`src/rtl/bcd_pkg.sv`:
```
// Shared types and constants for the digit-serial BCD adder.
package bcd_pkg;

  typedef enum logic [1:0] {
    IDLE = 2'd0,
    ADD  = 2'd1,
    DONE = 2'd2
  } state_e;

  localparam int DIGIT_W  = 4;
  localparam int BCD_MAX  = 9;
  localparam int BCD_CORR = 6;

  function automatic logic digit_over_max(input logic [DIGIT_W-1:0] d);
    return (d > 4'(BCD_MAX));
  endfunction

endpackage

```
`src/rtl/bcd_serial_adder_if.sv`:
```
// Start/done handshake and operand/result bus of the serial BCD adder.
interface bcd_serial_adder_if #(parameter int DIGITS = 4);

  logic                  start;
  logic [4*DIGITS-1:0]   a;
  logic [4*DIGITS-1:0]   b;
  logic                  cin;
  logic                  busy;
  logic                  done;
  logic [4*DIGITS-1:0]   sum;
  logic                  cout;
  logic                  invalid;

  modport master (
    output start, a, b, cin,
    input  busy, done, sum, cout, invalid
  );

  modport slave (
    input  start, a, b, cin,
    output busy, done, sum, cout, invalid
  );

endinterface

```
`src/rtl/bcd_digit_add.sv`:
```
// Combinational single-digit BCD adder with decimal carry in/out.
module bcd_digit_add
  import bcd_pkg::*;
(
  input  logic [DIGIT_W-1:0] a,
  input  logic [DIGIT_W-1:0] b,
  input  logic               c,
  output logic [DIGIT_W-1:0] digit,
  output logic               carry
);

  logic [DIGIT_W:0] t_s;

  // Binary sum, then +6 correction when the digit overflows decimal range
  always_comb begin
    t_s   = {1'b0, a} + {1'b0, b} + {4'b0000, c};
    digit = t_s[DIGIT_W-1:0];
    carry = 1'b0;
    if (t_s > 5'(BCD_MAX)) begin
      digit = t_s[DIGIT_W-1:0] + 4'(BCD_CORR);
      carry = 1'b1;
    end else begin
      digit = t_s[DIGIT_W-1:0];
      carry = 1'b0;
    end
  end

endmodule

```
`src/rtl/bcd_serial_adder.sv`:
```
// Digit-serial multi-digit BCD adder, LSD first, start/done handshake.
// Optional operand range check enabled by defining BCD_INVALID_CHECK_EN.
module bcd_serial_adder
  import bcd_pkg::*;
#(
  parameter int DIGITS = 4
) (
  input  logic               clk,
  input  logic               rst_n,
  bcd_serial_adder_if.slave  bus
);

  localparam int W     = DIGIT_W * DIGITS;
  localparam int IDX_W = (DIGITS > 1) ? $clog2(DIGITS) : 1;
  localparam logic [IDX_W-1:0] IDX_LAST = IDX_W'(DIGITS - 1);

  state_e               state_r;
  state_e               state_s;
  logic [IDX_W-1:0]     idx_r;
  logic [W-1:0]         a_r;
  logic [W-1:0]         b_r;
  logic [W-1:0]         sum_r;
  logic                 carry_r;
  logic                 cout_r;
  logic                 busy_r;
  logic                 done_r;
  logic                 accept_s;
  logic                 step_s;
  logic                 last_s;
  logic [DIGIT_W-1:0]   a_dig_s;
  logic [DIGIT_W-1:0]   b_dig_s;
  logic [DIGIT_W-1:0]   digit_s;
  logic                 carry_s;

  // Current digit pair selected by the index counter
  always_comb begin
    a_dig_s = a_r[idx_r*DIGIT_W +: DIGIT_W];
    b_dig_s = b_r[idx_r*DIGIT_W +: DIGIT_W];
  end

  bcd_digit_add u_digit (
    .a     (a_dig_s),
    .b     (b_dig_s),
    .c     (carry_r),
    .digit (digit_s),
    .carry (carry_s)
  );

  // FSM state register
  always_ff @(posedge clk or negedge rst_n) begin
    if (!rst_n) begin
      state_r <= IDLE;
    end else begin
      state_r <= state_s;
    end
  end

  // Next-state and datapath strobes
  always_comb begin
    state_s  = state_r;
    accept_s = 1'b0;
    step_s   = 1'b0;
    last_s   = 1'b0;
    case (state_r)
      IDLE: begin
        if (bus.start) begin
          accept_s = 1'b1;
          state_s  = ADD;
        end else begin
          state_s  = IDLE;
        end
      end
      ADD: begin
        step_s = 1'b1;
        if (idx_r == IDX_LAST) begin
          last_s  = 1'b1;
          state_s = DONE;
        end else begin
          state_s = ADD;
        end
      end
      DONE:    state_s = IDLE;
      default: state_s = IDLE;
    endcase
  end

  // Operand latch, digit loop, result and handshake registers
  always_ff @(posedge clk or negedge rst_n) begin
    if (!rst_n) begin
      a_r     <= '0;
      b_r     <= '0;
      sum_r   <= '0;
      idx_r   <= '0;
      carry_r <= 1'b0;
      cout_r  <= 1'b0;
      busy_r  <= 1'b0;
      done_r  <= 1'b0;
    end else if (accept_s) begin
      a_r     <= bus.a;
      b_r     <= bus.b;
      carry_r <= bus.cin;
      sum_r   <= '0;
      idx_r   <= '0;
      cout_r  <= 1'b0;
      busy_r  <= 1'b1;
      done_r  <= 1'b0;
    end else if (step_s) begin
      sum_r[idx_r*DIGIT_W +: DIGIT_W] <= digit_s;
      carry_r <= carry_s;
      if (last_s) begin
        idx_r  <= '0;
        cout_r <= carry_s;
        done_r <= 1'b1;
      end else begin
        idx_r  <= idx_r + 1'b1;
      end
    end else if (state_r == DONE) begin
      busy_r  <= 1'b0;
      done_r  <= 1'b0;
      carry_r <= 1'b0;
    end else begin
      done_r  <= 1'b0;
    end
  end

  assign bus.busy = busy_r;
  assign bus.done = done_r;
  assign bus.sum  = sum_r;
  assign bus.cout = cout_r;

`ifdef BCD_INVALID_CHECK_EN
  logic invalid_r;

  function automatic logic any_over(input logic [W-1:0] v);
    logic res;
    res = 1'b0;
    for (int i = 0; i < DIGITS; i++) begin
      res = res | digit_over_max(v[i*DIGIT_W +: DIGIT_W]);
    end
    return res;
  endfunction

  // Range flag captured with the operands and held until the next start
  always_ff @(posedge clk or negedge rst_n) begin
    if (!rst_n) begin
      invalid_r <= 1'b0;
    end else if (accept_s) begin
      invalid_r <= any_over(bus.a) | any_over(bus.b);
    end else begin
      invalid_r <= invalid_r;
    end
  end

  assign bus.invalid = invalid_r;
`else
  assign bus.invalid = 1'b0;
`endif

endmodule
```
`src/flat_wrapper.sv`:
```
// flat-port wrapper written by rule: the top's interface ports become plain ports
module bcd_serial_adder_flat import bcd_pkg::*;
#(
  parameter int DIGITS = 4
)
  (clk, rst_n, bus_start, bus_a, bus_b, bus_cin, bus_busy, bus_done, bus_sum, bus_cout, bus_invalid);
  bcd_serial_adder_if #(.DIGITS(DIGITS)) bus_i ();
  input  logic clk;
  input  logic rst_n;
  input wire logic [$bits(bus_i.start)-1:0] bus_start;
  input wire logic [$bits(bus_i.a)-1:0] bus_a;
  input wire logic [$bits(bus_i.b)-1:0] bus_b;
  input wire logic [$bits(bus_i.cin)-1:0] bus_cin;
  output wire logic [$bits(bus_i.busy)-1:0] bus_busy;
  output wire logic [$bits(bus_i.done)-1:0] bus_done;
  output wire logic [$bits(bus_i.sum)-1:0] bus_sum;
  output wire logic [$bits(bus_i.cout)-1:0] bus_cout;
  output wire logic [$bits(bus_i.invalid)-1:0] bus_invalid;
  assign bus_i.start = bus_start;
  assign bus_i.a = bus_a;
  assign bus_i.b = bus_b;
  assign bus_i.cin = bus_cin;
  assign bus_busy = bus_i.busy;
  assign bus_done = bus_i.done;
  assign bus_sum = bus_i.sum;
  assign bus_cout = bus_i.cout;
  assign bus_invalid = bus_i.invalid;
  bcd_serial_adder #(.DIGITS(DIGITS)) u_core (.clk(clk), .rst_n(rst_n), .bus(bus_i));
endmodule
```
`config.mk`:
```
export PLATFORM = sky130hd
export DESIGN_NAME = bcd_serial_adder_flat
export DESIGN_NICKNAME = d
export VERILOG_FILES = /design/src/rtl/bcd_pkg.sv /design/src/rtl/bcd_serial_adder_if.sv /design/src/rtl/bcd_digit_add.sv /design/src/rtl/bcd_serial_adder.sv /design/src/flat_wrapper.sv
export SDC_FILE = /design/constraint.sdc
export NUM_CORES = 1
export LEC_CHECK = 0
export BUFFER_PORTS_ARGS = -buffer_cell sky130_fd_sc_hd__buf_2
export CAP_MARGIN = 10
export CORE_MARGIN = 2
export CORE_UTILIZATION = 35
export DETAILED_ROUTE_END_ITERATION = 16
export MAX_ROUTING_LAYER = met4
export PLACE_DENSITY = 0.55
export SLEW_MARGIN = 10
export SYNTH_ARGS = -nofsm -noshare
export SYNTH_HDL_FRONTEND = slang
export SYNTH_SLANG_ARGS = --single-unit
```
`constraint.sdc`:
```
create_clock -name clk -period 7.1 [get_ports clk]
set_input_delay 1.065 -clock clk [delete_from_list [all_inputs] [get_ports clk]]
set_output_delay 1.065 -clock clk [all_outputs]
set_load 0.02 [all_outputs]
```
==> results of run 1 <==
[state kept, by name, summed over array words and instances (netlist names)]
| name | flops |
|---|---|
| u_core.bus.cout | 1 |
| u_core.bus.sum | 16 |
| u_core.a_r | 16 |
| u_core.bus.busy | 1 |
| u_core.bus.done | 1 |
| u_core.carry_r | 1 |
| u_core.b_r | 16 |
| u_core.idx_r | 2 |
| u_core.state_r | 2 |
[placed cells by master, fill, tap and decap left out, types with 2 or more instances in the layout]
cell type	count
a21o_1	3
a21o_2	2
a21oi_1	7
a22o_1	7
and3_1	5
buf_2	54
buf_4	3
clkbuf_8	6
dfrtp_1	56
fa_1	2
ha_1	11
inv_1	9
mux2_2	2
mux2i_1	2
mux4_2	8
nand2_1	114
nand2b_1	2
nand3_1	3
nor2_1	3
nor3_1	3
o21ai_0	15
[through the flow]
step | instances | utilization (%) | instance area, µm² | setup slack [ns]
2_1_floorplan | 288 | - | 2810 | 3.62
3_3_place_gp | 435 | 40.7 | 3160 | 3.22
3_5_place_dp | 435 | 40.7 | 3160 | 3.12
4_1_cts | 443 | 41.9 | 3250 | 3.09
5_1_grt | 443 | 41.9 | 3250 | 2.86
6_report | 443 | 41.9 | 3250 | 3.15
[cell families (layout without fill, tap and decap cells)]
group / after synthesis / in the layout / share of synthesized area [%]
AND/OR/NAND/NOR: 142 / 142 / 21.7
XOR/XNOR: 1 / 1 / 0.312
adder cells (fa/ha/maj): 13 / 13 / 6.33
AO/OA/AOI/OAI: 42 / 42 / 9.93
multiplexers: 12 / 12 / 7.93
other: 1 / 1 / 0.134
buffers and inverters: 21 / 74 / 3.74
flip-flops: 56 / 56 / 49.9
[metal layers]
layer,up-vias,part of all wire [%]
met4,0,0.83
met3,5,5.1
met5,-,0
li1,1068,-
met2,50,43
met1,988,51
[critical path: stages (launching register included)]
cell	delay, ns
dfrtp_1	0.84
mux4_2	0.61
fa_1	0.47
fa_1	0.42
xor2_1	0.25
inv_1	0.11
ha_1	0.25
and2b_1	0.20
nand2_1	0.07
mux2i_1	0.06
a211o_2	0.35
a22o_1	0.21
[layout make-up]
| type | instances | area (µm²) |
|---|---|---|
| fillers | 807 | 4510 |
| flip-flops and latches | 56 | 1400 |
| multi-input cells | 211 | 1300 |
| repair buffers | 57 | 293 |
| well taps | 102 | 128 |
| clock buffers | 6 | 82.6 |
| inverters | 9 | 33.8 |
| clock inverters | 2 | 13.8 |
[worst paths after layout]
path	endpoint	slack, ns	cells past startpoint
setup / recovery	u_core.bus.sum[6]	3.15	11
hold / removal	u_core.b_r[10]	0.48	2
setup reg to reg	u_core.bus.sum[6]	3.15	11
hold reg to reg	u_core.b_r[10]	0.48	2
max in group asynchronous	u_core.idx_r[1]	5.76	2
min in group asynchronous	u_core.bus.sum[1]	0.87	2
==> metrics.txt, run 1 <==
status finished, final reports clean; Die Y 93.6 µm; vias per std cell roughly 4.8; Die ar. 0.00876 mm²; via count 2,111; Total Routing Usage GR approximately 15%; Area Overhead vs Synth 15.9%; type of origin of the critical path flop; cell count after synthesis 288; Resized cells post-CTS 0; Mean Syn Cell Area 9.75 µm²; CTS sink count 56; global-route track usage on met2 21.9%; most common cell in the netlist nand2_1; Final Max Tran Viols 0; Worst slew margin 50.3%; syn_nets 337; Synth area leaders dfrtp_1 (50%), nand2_1 (15%), mux4_2 (6.4%), ha_1 (4.9%), o21ai_0 (2.7%); global-route wire length before repair a little over 10 mm; CP Data Arrival Time between 4 and 5 ns; pin count of the biggest net entering global routing 57; initial antenna violation count 0; crit share post-route between 50% and 60%; Routed WL 6.02 mm; CTS Root Cell clkbuf_8; Critical Path Fanout Max 16; met1 usage 22.3%; average wire per standard cell 13.6 µm; setup repair after global routing missed its margin false; H-tree Lvls 2; Post-CTS Hold Buffers 0; critical setup path kind reg -> reg; worst hold margin 0.482 ns; Synth top area share 49.9%; Synth warnings 0; layout cells sized above 1 about a quarter; post-CTS setup buffers 0; Setup crit start u_core.idx_r[0]; Core Area 0.00777 mm²; HPWL after DPL 4.29 mm; fmax 253 MHz; source of the worst hold timing path u_core.b_r[10]; clock tree from TritonCTS yes; FF+latch count, synth 56; register area share after synthesis 49.9%; Final setup violation count 0; Die X 93.6 µm; initial core utilization 36.2%; Synth Cell Area 0.00281 mm²; Critical Path RT 7.32 ns; Critical R2R Launch u_core.idx_r[0]; worst skew pair latency ~0.33 ns; Crit. End Element flop; Yosys top cell by area dfrtp_1; # diodes 0; Overflow after GRT 0; RD Place Congestion 0.826; asr flop ratio synth 100%; Post-synth top flop dfrtp_1; setup TNS 0 ns; 1st-iter DRT viols approximately 110; Final Hold Fails 0; most instantiated cells after synthesis nand2_1 (114), dfrtp_1 (56), o21ai_0 (15); Netlist cell types 43; Final #Nets 389; Worst Skew 0.00834 ns; Post-synth EDFFs 0; number of global-route vias before repair 2,062; DRC 0; Hold Path Class reg -> reg; drt first pass iters 4; CTS Buffer Depth 2; Max-Cap Viols 0; antenna-violating nets left 0; I/O pin count 56; GRT busiest layer met1; Inserted Clock Buffers 5; Final min period approximately 4 ns; Port Buffer Count 54; Reg clk slew, reported paths 0.10 ns; met3 Use GR 2.74%; site row count 32; Slew @ Worst Pin about 0.75 ns
Power of run 1 is left out: the tool's default activity adds up to more than one toggle a clock period on the data nets, which glitch-free logic cannot reach.
==> run 2, diff against run 1 <==
Settings changed: PLACE_DENSITY 0.55 to 0.57.
Clock period 7.1 ns to 3.6 ns, I/O delays scaled along.
==> run 2 against run 1 <==
Flip-flop and latch count did not move. Final area rose by 0.81%. Utilization rose by 0.34 points. Non-clock buffer count rose by 4. Global-route usage barely moved. Critical path depth did not move. Critical endpoint is now u_core.bus.sum[10]. Largest cell class unchanged. Highest routed layer unchanged.
==> metrics.txt, run 2 (synthesis results as in run 1) <==
status finished, final reports clean; Critical Path RT 3.81 ns (-3.51 ns); Die Y 93.6 µm (unchanged); most frequent cells in the layout nand2_1 (114), dfrtp_1 (55), buf_2 (54); cell depth of the worst flop-to-flop path 11 (unchanged); setup repair after global routing missed its margin false; worst skew pair latency 0.31 ns (-0.02 ns); post-CTS setup buffers 0 (unchanged); fmax 294 MHz (+16%); CP Data Arrival Time 3.61 ns (-0.56 ns); critical setup path kind reg -> reg; number of global-route vias before repair 2,229 (+8.1%); CTS sink count 56 (unchanged); antenna-violating nets left 0 (unchanged); type of origin of the critical path flop; pin count of the biggest net entering global routing 57 (unchanged); 1st-iter DRT viols 93 (-15%); Max-Cap Viols 0 (unchanged); H-tree Lvls 2 (unchanged); Total Routing Usage GR 15.3% (+0.026 points); Post-CTS Hold Buffers 0 (unchanged); clock tree from TritonCTS yes; Area Overhead vs Synth 16.8%; GRT busiest layer met2; CTS Root Cell clkbuf_8; Final Hold Fails 0 (unchanged); layout cells sized above 1 25.6% (+1.5 points); Routed WL 6.04 mm (+0.20%); Worst slew margin 52.4% (+2.1 points); Worst Skew 0.0129 ns (+0.00460 ns); I/O pin count 56 (unchanged); Reg clk slew, reported paths 0.10 ns (about the same); global-route wire length before repair 10.4 mm (+2.0%); Critical Path Fanout Max 4 (-12); Core Area 0.00777 mm² (unchanged); Final Max Tran Viols 0 (unchanged); global-route track usage on met2 24.3% (+2.5 points); via count 2,156 (+2.1%); setup TNS 0 ns (unchanged); Inserted Clock Buffers 5 (unchanged); Hold Path Class in -> async; # diodes 0 (unchanged); Crit. End Element flop; site row count 32 (unchanged); Final #Nets 393 (+1.0%); met3 Use GR 2.66% (-0.081 points); R2R Setup Slk 0.20 ns (-2.95 ns); met1 usage 20.9% (-1.4 points); initial core utilization 36.2% (unchanged); average wire per standard cell 13.5 µm (-0.47%); HPWL after DPL 4.40 mm (+2.6%); Resized cells post-CTS 0 (unchanged); leading cell type in the layout, fill and taps excluded nand2_1; DRC 0 (unchanged); Final setup violation count 0 (unchanged); CTS Buffer Depth 2 (unchanged); initial antenna violation count 0 (unchanged); Die X 93.6 µm (unchanged); Final min period 3.40 ns (-0.550 ns); drt first pass iters 4 (unchanged); crit share post-route 94.5% (+39 points); RD Place Congestion 0.906 (+9.7%); Die ar. 0.00876 mm² (unchanged); vias per std cell 4.83 (+1.4%); Port Buffer Count 54 (unchanged); Slew @ Worst Pin 0.714 ns (-0.0308 ns); Overflow after GRT 0 (unchanged)
## run 2: cell types whose count changed in the layout (fill, tap and decap cells not counted), sizes merged
cell | previous run | this run
inv | 10 | 9
buf | 57 | 61
clkinvlp | 0 | 1
clkbuf | 6 | 5
## run 2: critical path, stage by stage, from the launching register on
cell,delay (ns)
dfrtp_2,0.42
mux4_2,0.52
fa_1,0.48
fa_2,0.40
xor2_2,0.21
inv_1,0.09
ha_1,0.24
and2b_1,0.21
nand2_1,0.07
mux2i_1,0.06
a211o_2,0.37
a22o_1,0.21
## run 2: cell type report
| type | count | area, µm² |
|---|---|---|
| clock inverters | 2 | 12.5 |
| fillers | 805 | 4490 |
| clock buffers | 5 | 68.8 |
| flip-flops and latches | 56 | 1400 |
| inverters | 9 | 33.8 |
| well taps | 102 | 128 |
| repair buffers | 61 | 323 |
| multi-input cells | 211 | 1310 |
## run 2: final timing paths
check / start / endpoint
worst max-delay path: u_core.idx_r[0] / u_core.bus.sum[10]
worst min-delay path: rst_n / u_core.bus.busy
worst max register to register: u_core.idx_r[0] / u_core.bus.sum[10]
worst min register to register: u_core.a_r[14] / u_core.a_r[14]
max in group asynchronous: rst_n / u_core.idx_r[0]
min in group clk: bus_b[1] / u_core.b_r[1]
## run 2: metal layers
metal / part of all wire (%) / wire length, µm / vias up
met4: 0.36 / 22 / 0
met2: 45 / 2740 / 47
li1: - / - / 1074
met3: 3.6 / 218 / 2
met1: 51 / 3060 / 1033
met5: 0 / 0 / -
## run 2: per-stage QoR
stage,hold slack (ns),std cells,worst slack (ns),area (µm²),utilization (%)
3_5_place_dp,0.459,439,0.0811,3190,41.0
3_3_place_gp,0.452,439,0.196,3190,41.0
2_1_floorplan,0.244,288,0.121,2810,-
4_1_cts,0.397,446,0.0554,3270,42.1
5_1_grt,0.415,446,0.0402,3280,42.2
6_report,0.352,446,0.198,3280,42.2
Power of run 2 is left out for the same reason.
